### src/rtl/uart_rx_pkg.sv
// UART receive core shared types: FSM state encoding and line constants.
// Parity support is selected with the UART_RX_PARITY_EN macro.
package uart_rx_pkg;

  typedef enum logic [2:0] {
    IDLE,
    START,
    DATA,
    PARITY,
    STOP
  } rx_state_t;

  localparam logic STOP_BIT_IDLE = 1'b1;

endpackage

### src/rtl/uart_rx_bit_timer.sv
// Loadable down-counter giving one sample_tick per serial bit period.
// Reloads CLKS_PER_BIT-1 on every tick while enabled.
module uart_rx_bit_timer #(
  parameter int CLKS_PER_BIT = 16
) (
  input  logic                            CLK,
  input  logic                            nRST,
  input  logic                            load,
  input  logic                            en,
  input  logic [$clog2(CLKS_PER_BIT)-1:0] load_val,
  output logic                            sample_tick
);

  localparam int CW = $clog2(CLKS_PER_BIT);
  localparam logic [CW-1:0] RELOAD = CW'(CLKS_PER_BIT - 1);

  logic [CW-1:0] cnt;

  assign sample_tick = en && (cnt == '0);

  always_ff @(posedge CLK or negedge nRST) begin
    if (!nRST) begin
      cnt <= '0;
    end else if (load) begin
      cnt <= load_val;
    end else if (en) begin
      if (cnt == '0) cnt <= RELOAD;
      else           cnt <= cnt - CW'(1);
    end
  end

endmodule

### src/rtl/uart_rx_core.sv
// UART 8N1-style deframer with valid/ready holding register.
// Define UART_RX_PARITY_EN to add an even-parity bit before the stop bit.
module uart_rx_core
  import uart_rx_pkg::*;
#(
  parameter int CLKS_PER_BIT = 16,
  parameter int DATA_BITS    = 8
) (
  input  logic                 CLK,
  input  logic                 nRST,
  input  logic                 rx_sync,
  output logic [DATA_BITS-1:0] rx_data,
  output logic                 rx_valid,
  input  logic                 rx_ready,
  output logic                 frame_err,
  output logic                 overrun,
  output logic                 parity_err
);

  localparam int CW = $clog2(CLKS_PER_BIT);
  localparam int IW = $clog2(DATA_BITS);
  localparam logic [CW-1:0] HALF = CW'(CLKS_PER_BIT / 2 - 1);
  localparam logic [IW-1:0] LAST = IW'(DATA_BITS - 1);

  if ((CLKS_PER_BIT % 2) != 0 || CLKS_PER_BIT < 4) begin : g_bad_clks
    $error("CLKS_PER_BIT must be even and >= 4");
  end
  if (DATA_BITS < 5 || DATA_BITS > 9) begin : g_bad_bits
    $error("DATA_BITS must be 5..9");
  end

  rx_state_t            state;
  logic                 prev_rx;
  logic [IW-1:0]        idx;
  logic [DATA_BITS-1:0] shreg;
  logic                 done_q;
  logic                 stop_q;
  logic                 par_bad;
  logic                 tick;
  logic                 start_edge;
  logic                 tmr_load;
  logic                 tmr_en;

  assign start_edge = prev_rx && !rx_sync;
  assign tmr_load   = (state == IDLE) && start_edge;
  assign tmr_en     = (state != IDLE);

  uart_rx_bit_timer #(
    .CLKS_PER_BIT(CLKS_PER_BIT)
  ) u_timer (
    .CLK        (CLK),
    .nRST       (nRST),
    .load       (tmr_load),
    .en         (tmr_en),
    .load_val   (HALF),
    .sample_tick(tick)
  );

`ifdef UART_RX_PARITY_EN
  logic par_bit;
  assign par_bad = ^{shreg, par_bit};
`else
  assign par_bad    = 1'b0;
  assign parity_err = 1'b0;
`endif

  // done_q marks the cycle after the stop sample; delivery acts on it
  always_ff @(posedge CLK or negedge nRST) begin
    if (!nRST) begin
      state   <= IDLE;
      prev_rx <= 1'b1;
      idx     <= '0;
      shreg   <= '0;
      done_q  <= 1'b0;
      stop_q  <= 1'b0;
`ifdef UART_RX_PARITY_EN
      par_bit <= 1'b0;
`endif
    end else begin
      prev_rx <= rx_sync;
      done_q  <= 1'b0;
      unique case (state)
        IDLE: if (start_edge) state <= START;
        START: if (tick) begin
          if (rx_sync) begin
            state <= IDLE;
          end else begin
            state <= DATA;
            idx   <= '0;
          end
        end
        DATA: if (tick) begin
          shreg <= {rx_sync, shreg[DATA_BITS-1:1]};
          idx   <= idx + IW'(1);
          if (idx == LAST) begin
`ifdef UART_RX_PARITY_EN
            state <= PARITY;
`else
            state <= STOP;
`endif
          end
        end
        PARITY: begin
`ifdef UART_RX_PARITY_EN
          if (tick) begin
            par_bit <= rx_sync;
            state   <= STOP;
          end
`else
          state <= IDLE;
`endif
        end
        STOP: if (tick) begin
          done_q <= 1'b1;
          stop_q <= rx_sync;
          state  <= IDLE;
        end
        default: state <= IDLE;
      endcase
    end
  end

  always_ff @(posedge CLK or negedge nRST) begin
    if (!nRST) begin
      rx_data    <= '0;
      rx_valid   <= 1'b0;
      frame_err  <= 1'b0;
      overrun    <= 1'b0;
`ifdef UART_RX_PARITY_EN
      parity_err <= 1'b0;
`endif
    end else begin
      frame_err  <= 1'b0;
      overrun    <= 1'b0;
`ifdef UART_RX_PARITY_EN
      parity_err <= 1'b0;
`endif
      if (rx_valid && rx_ready) rx_valid <= 1'b0;
      if (done_q) begin
        if (par_bad) begin
`ifdef UART_RX_PARITY_EN
          parity_err <= 1'b1;
`endif
        end else if (stop_q != STOP_BIT_IDLE) begin
          frame_err <= 1'b1;
        end else if (!rx_valid || rx_ready) begin
          rx_data  <= shreg;
          rx_valid <= 1'b1;
        end else begin
          overrun <= 1'b1;
        end
      end
    end
  end

endmodule

### config.mk
export PLATFORM = sky130hd
export DESIGN_NAME = uart_rx_core
export DESIGN_NICKNAME = d
export VERILOG_FILES = /design/src/rtl/uart_rx_pkg.sv /design/src/rtl/uart_rx_bit_timer.sv /design/src/rtl/uart_rx_core.sv
export SDC_FILE = /design/constraint.sdc
export NUM_CORES = 1
export LEC_CHECK = 0
export CORE_MARGIN = 8
export CORE_UTILIZATION = 45
export CTS_CLUSTER_SIZE = 30
export DETAILED_ROUTE_END_ITERATION = 6
export PLACE_DENSITY = 0.77
export SYNTH_ARGS = -nofsm -noshare
export SYNTH_HDL_FRONTEND = slang
export SYNTH_SLANG_ARGS = --single-unit
### constraint.sdc
create_clock -name CLK -period 2.14 [get_ports CLK]
set_input_delay 0.535 -clock CLK [delete_from_list [all_inputs] [get_ports CLK]]
set_output_delay 0.535 -clock CLK [all_outputs]
set_load 0.01 [all_outputs]
======== After elaboration in Yosys (flattened, before gate mapping) ========
Cells that the tools add are included.
cells by class
  add/sub/neg operators ................... 2
  $mul .................................... 0
  div/mod/pow operators ................... 0
  order comparisons ....................... 0
  equal/unequal tests ..................... 10
  shifts and indexed selects .............. 0
  mux-type cells .......................... 25
  bitwise operators ....................... 0
  reductions and logical operators ........ 17
operators with widths
  kind                 number
  $mux 3               8
  $mux 4               3
  $ne 2x2->1 const B   6
  $pmux 3 s4           1
  $mux 1               11
  $eq 3x3->1 const B   2
  $pmux 3 s2           1
  $reduce_and 5->1     1
  $logic_and 1x1->1    4
  $logic_not 4->1      1
  $reduce_and 2->1     2
  $reduce_and 4->1     1
  $reduce_bool 2->1    2
  $sub 4x1->4 const B  1
  $add 3x1->3 const B  1
  $eq 3x1->1 const B   1
  $eq 3x2->1 const B   1
  $logic_not 3->1      1
  $reduce_and 3->1     1
  $reduce_bool 3->1    1
  $logic_not 1->1      2
  $mux 2               1
  $logic_or 1x1->1     1
word-level totals
  register bits after elaboration ......... 32
  bits in latches ......................... 0
  memory bits (writable) .................. 0
  memory bits (read-only) ................. 0
  input bits .............................. 4
  output and inout port bits .............. 12
  word-level logic and storage cells ...... 65
  memories kept ........................... 0

======== Logic depth before layout (Yosys ltp) ========
  depth in word-level cells ............... 5
  mapped depth ............................ 5
  mapped depth without buffers ............ 5

======== By module ========
From an unflattened synthesis, not the netlist that was laid out.
unflattened totals
  cell total of the unflattened synthesis .. 134
  area, all modules ....................... 1433.9 µm²
by module, submodules not included
  module             instances  cells each  area each (µm²)  sequential area each (µm²)
  uart_rx_core       1          106         1186.1           701.9
  uart_rx_bit_timer  1          28          247.7            100.1

======== Least setup slack after synthesis ========
No wires, ideal clock.
  kind .................................... flip-flop to flip-flop
  start ................................... register u_timer.cnt[0]
  end ..................................... register stop_q
  setup time .............................. 0.128 ns
  arrival ................................. 1.667 ns
  data required time ...................... 2.012 ns
  setup slack ............................. 0.345 ns
  stages on the path, launching flop included .. 6
  path buffers ............................ 0
  clock period less this slack ............ 1.795 ns
  cells stage by stage .................... dfrtp_1 -> inv_1 -> ha_1 -> or3b_4 -> nor4b_4 -> mux2_1
on the way
  cells in the longest elaborated chain, start to end .. 3
ends and longest elaborated chain
  item                        line                     source
  start: declaration          uart_rx_bit_timer.sv:17  logic [CW-1:0] cnt;
  start signal: assignment    uart_rx_bit_timer.sv:25  cnt <= load_val;
  start signal: assignment    uart_rx_bit_timer.sv:28  else cnt <= cnt - CW'(1);
  $logic_not 4->1             uart_rx_bit_timer.sv:19  assign sample_tick = en && (cnt == '0);
  $logic_and 1x1->1           uart_rx_bit_timer.sv:19
  $reduce_and 2->1 (no line)  n/a
  end signal: assignment      uart_rx_core.sv:115      stop_q <= rx_sync;
  end: declaration            uart_rx_core.sv:37       logic stop_q;
No other way between the ends.
A chain may end at the register's enable or synchronous reset.

======== Worst setup path after layout ========
Ends and elaborated chain as after synthesis.

==> results.md <==
* Register Area at 802 sq um
* Initial Util at 46.7%
* #FFs+latches synth at 32
* Setup Skew at 0.0112 ns
* Final hold vios at 0
* Core Region at 3030 sq um
* Final setup fails at 0
* Max-slew violations at 0
* Number of antenna diodes at 0
* Root Buffer: clkbuf_4
* Routability cong. at 0.760
* Synth top cells by count: 31 x dfrtp_1, 16 x mux2_2, 9 x nand2_1
* Post-route setup TNS at 0 ns
* Worst VDD drop at 488 uV
* IO Port Bufs at 14
* R2R depth at 5
* Hold-fix buffers at CTS at 0
* Overall routing resource usage at 11.6%
* # Post-CTS Setup Buffers at 0
* Clk_lat worst skew at 0.34 ns
* TritonCTS clock tree: done
* Unique masters post-synth at 35
* TritonRoute pass-1 iters at 4
* Initial antenna violation count at 0
* Final WL at 2620 microns
* Vias in the first global route at 928
* Resized cells post-CTS at 0
* Maxcap violations at 0
* Post-synthesis mux area share at 15.0%
* Crit path launch type: flop
* Synth warnings at 0
* CTS H-tree depth at 2
* EDFF count, synth at 0
* Register-to-register setup slack at 0.19 ns
* Pwr Total at 1.45 mW
* Minimum clock period at 1.95 ns
* Arrival @ worst endpoint at 2.18 ns
* Fillers at 262
* Met3 usage at 5.51%
* Main combinational cell family by area after synthesis: simple AND/OR/NAND/NOR gates
* I/O pin count at 16
* Width of the die at 72.0 microns
* Most frequent cell after synthesis: dfrtp_1
* Sequential share of the synthesized area at 56.8%
* Post-DP HPWL at 1820 microns
* Leak at 0.761 nW
* Sink Count at 32
* Met2 GRT Util at 17.7%
* Clock slew at reported path FFs at 0.09 ns
* Worst Setup SP: u_timer.cnt[0]
* Vias post-DR at 921
* Yosys top cell area share at 54.9%
* Setup crit end: stop_q
* Largest net degree at the start of global routing at 33
* CP Data Required Time at 2.37 ns
* Part of the cycle the worst path needs at 91.2%
* CTS buffer count at 5
* Clock Tree Buf Depth at 2
* Area growth syn-to-layout at 16.8%
* Synth async-reset ratio at 100%
* Crit Path Max Fanout at 7
* Cells after synthesis at 113
* Post-Synth XOR/XNOR Area at 0%
* Achievable Freq at 0.512 GHz
* Busiest layer in global routing: met2
* Final layout net count at 139
* GR Util met1 at 12.7%
* Synth area leader: dfrtp_1
* Antenna viol nets, final at 0
* Mean area per synthesized cell at 12.5 sq um
* Net Count, Synth at 120
* Synth Area in Adders at 2.66%
* Layout cells sized above 1 at 20.3%
* FF-to-FF Start: u_timer.cnt[0]
* Mapped Area at 1410 sq um
* DR WL/cell at 14.8 microns
* DRC Markers at 0
* Final core utilization at 54.5%
* Run status: completed
* Critical R2R Capture: stop_q
* Hold crit path type: flop to flop
* Unrepaired setup endpoints after global routing: false
* First-pass GRT wire length at 4480 microns
* Die Y at 72.0 microns
* Pwr per Cell Area at 879 nW/um^2
* Kind of critical path: flop to flop
* Detailed-route vias per instance at 5.20
* GRT overflow at 0
* Die area at 5190 sq um
* Synth area leaders: dfrtp_1 55%, mux2_2 13%, ha_1 2.7%
* Synth Flop Type: dfrtp_1
* Synth Area in Simple Gates at 15.8%
* Row count at 20
* CP Capture Type: flop
* Starting DRT DRC Count at 42
* Complex-gate fraction of the synthesized area at 7.00%
* Multi-input logic area at 574 sq um
## cell usage in the layout, fill, tap and decap left out, types with 4 or more instances in the layout
cell type and n:
clkbuf_4 5, nor2b_1 4, nand2_1 9, nand3_1 5
a21oi_1 5, clkdlybuf4s50_1 14, mux2_2 16, nor3_1 4
dfrtp_1 31, inv_1 4
## how the worst min path moves through the flow
stage / endpoint / from / depth (start not counted)
6_report: frame_err / stop_q / 1
5_1_grt: frame_err / stop_q / 1
4_1_cts: frame_err / stop_q / 1
3_5_place_dp: frame_err / stop_q / 1
3_3_place_gp: frame_err / stop_q / 1
2_1_floorplan: done_q / nRST / 0
## critical path, cell delays in order (launching register included)
cell	delay [ns]
dfrtp_1	0.44
inv_1	0.08
ha_1	0.26
or3b_4	0.45
nor4b_4	0.29
mux2_1	0.34
## layout make-up
class | count | area share [%]
Tap cell | 44 | 3.34
Clock buffer | 8 | 2.96
Inverter | 4 | 0.910
Timing Repair Buffer | 16 | 9.40
Multi-Input combinational cell | 73 | 34.8
Sequential cell | 32 | 48.6
## per-stage QoR
| stage | setup WS, ns | hold WS [ns] | area (sq um) | std cells |
|---|---|---|---|---|
| after floorplan | 0.345 | 0.239 | 1410 | 113 |
| after global routing | 0.0404 | 0.478 | 1650 | 177 |
| after global placement | 0.248 | 0.439 | 1600 | 169 |
| after detailed placement | 0.207 | 0.442 | 1600 | 169 |
| after CTS | 0.193 | 0.455 | 1650 | 177 |
| final | 0.188 | 0.453 | 1650 | 177 |
## layer usage
| metal | vias up | wire [microns] | part of all wire, % |
|---|---|---|---|
| met5 | - | 0 | 0 |
| li1 | 435 | - | - |
| met3 | 7 | 122 | 4.7 |
| met4 | 0 | 74 | 2.8 |
| met2 | 16 | 1260 | 48 |
| met1 | 463 | 1160 | 44 |
## power breakdown
group	internal, mW	switching, mW	total [mW]
clock network	0.131	0.198	0.329
logic	0.165	0.177	0.342
registers	0.672	0.108	0.780
## registers in the layout (all words and copies together), names as in the netlist
register,cells
state,3
done_q,1
rx_data,8
rx_valid,1
u_timer.cnt,4
idx,3
prev_rx,1
frame_err,1
stop_q,1
overrun,1
shreg,8
## cells by family after synthesis
group,after synthesis
buf+inv,8
compound gates,14
simple gates,36
other cells,1
mux,19
fa+ha+maj,3
flops,32
(Power assumes the default switching activity.)
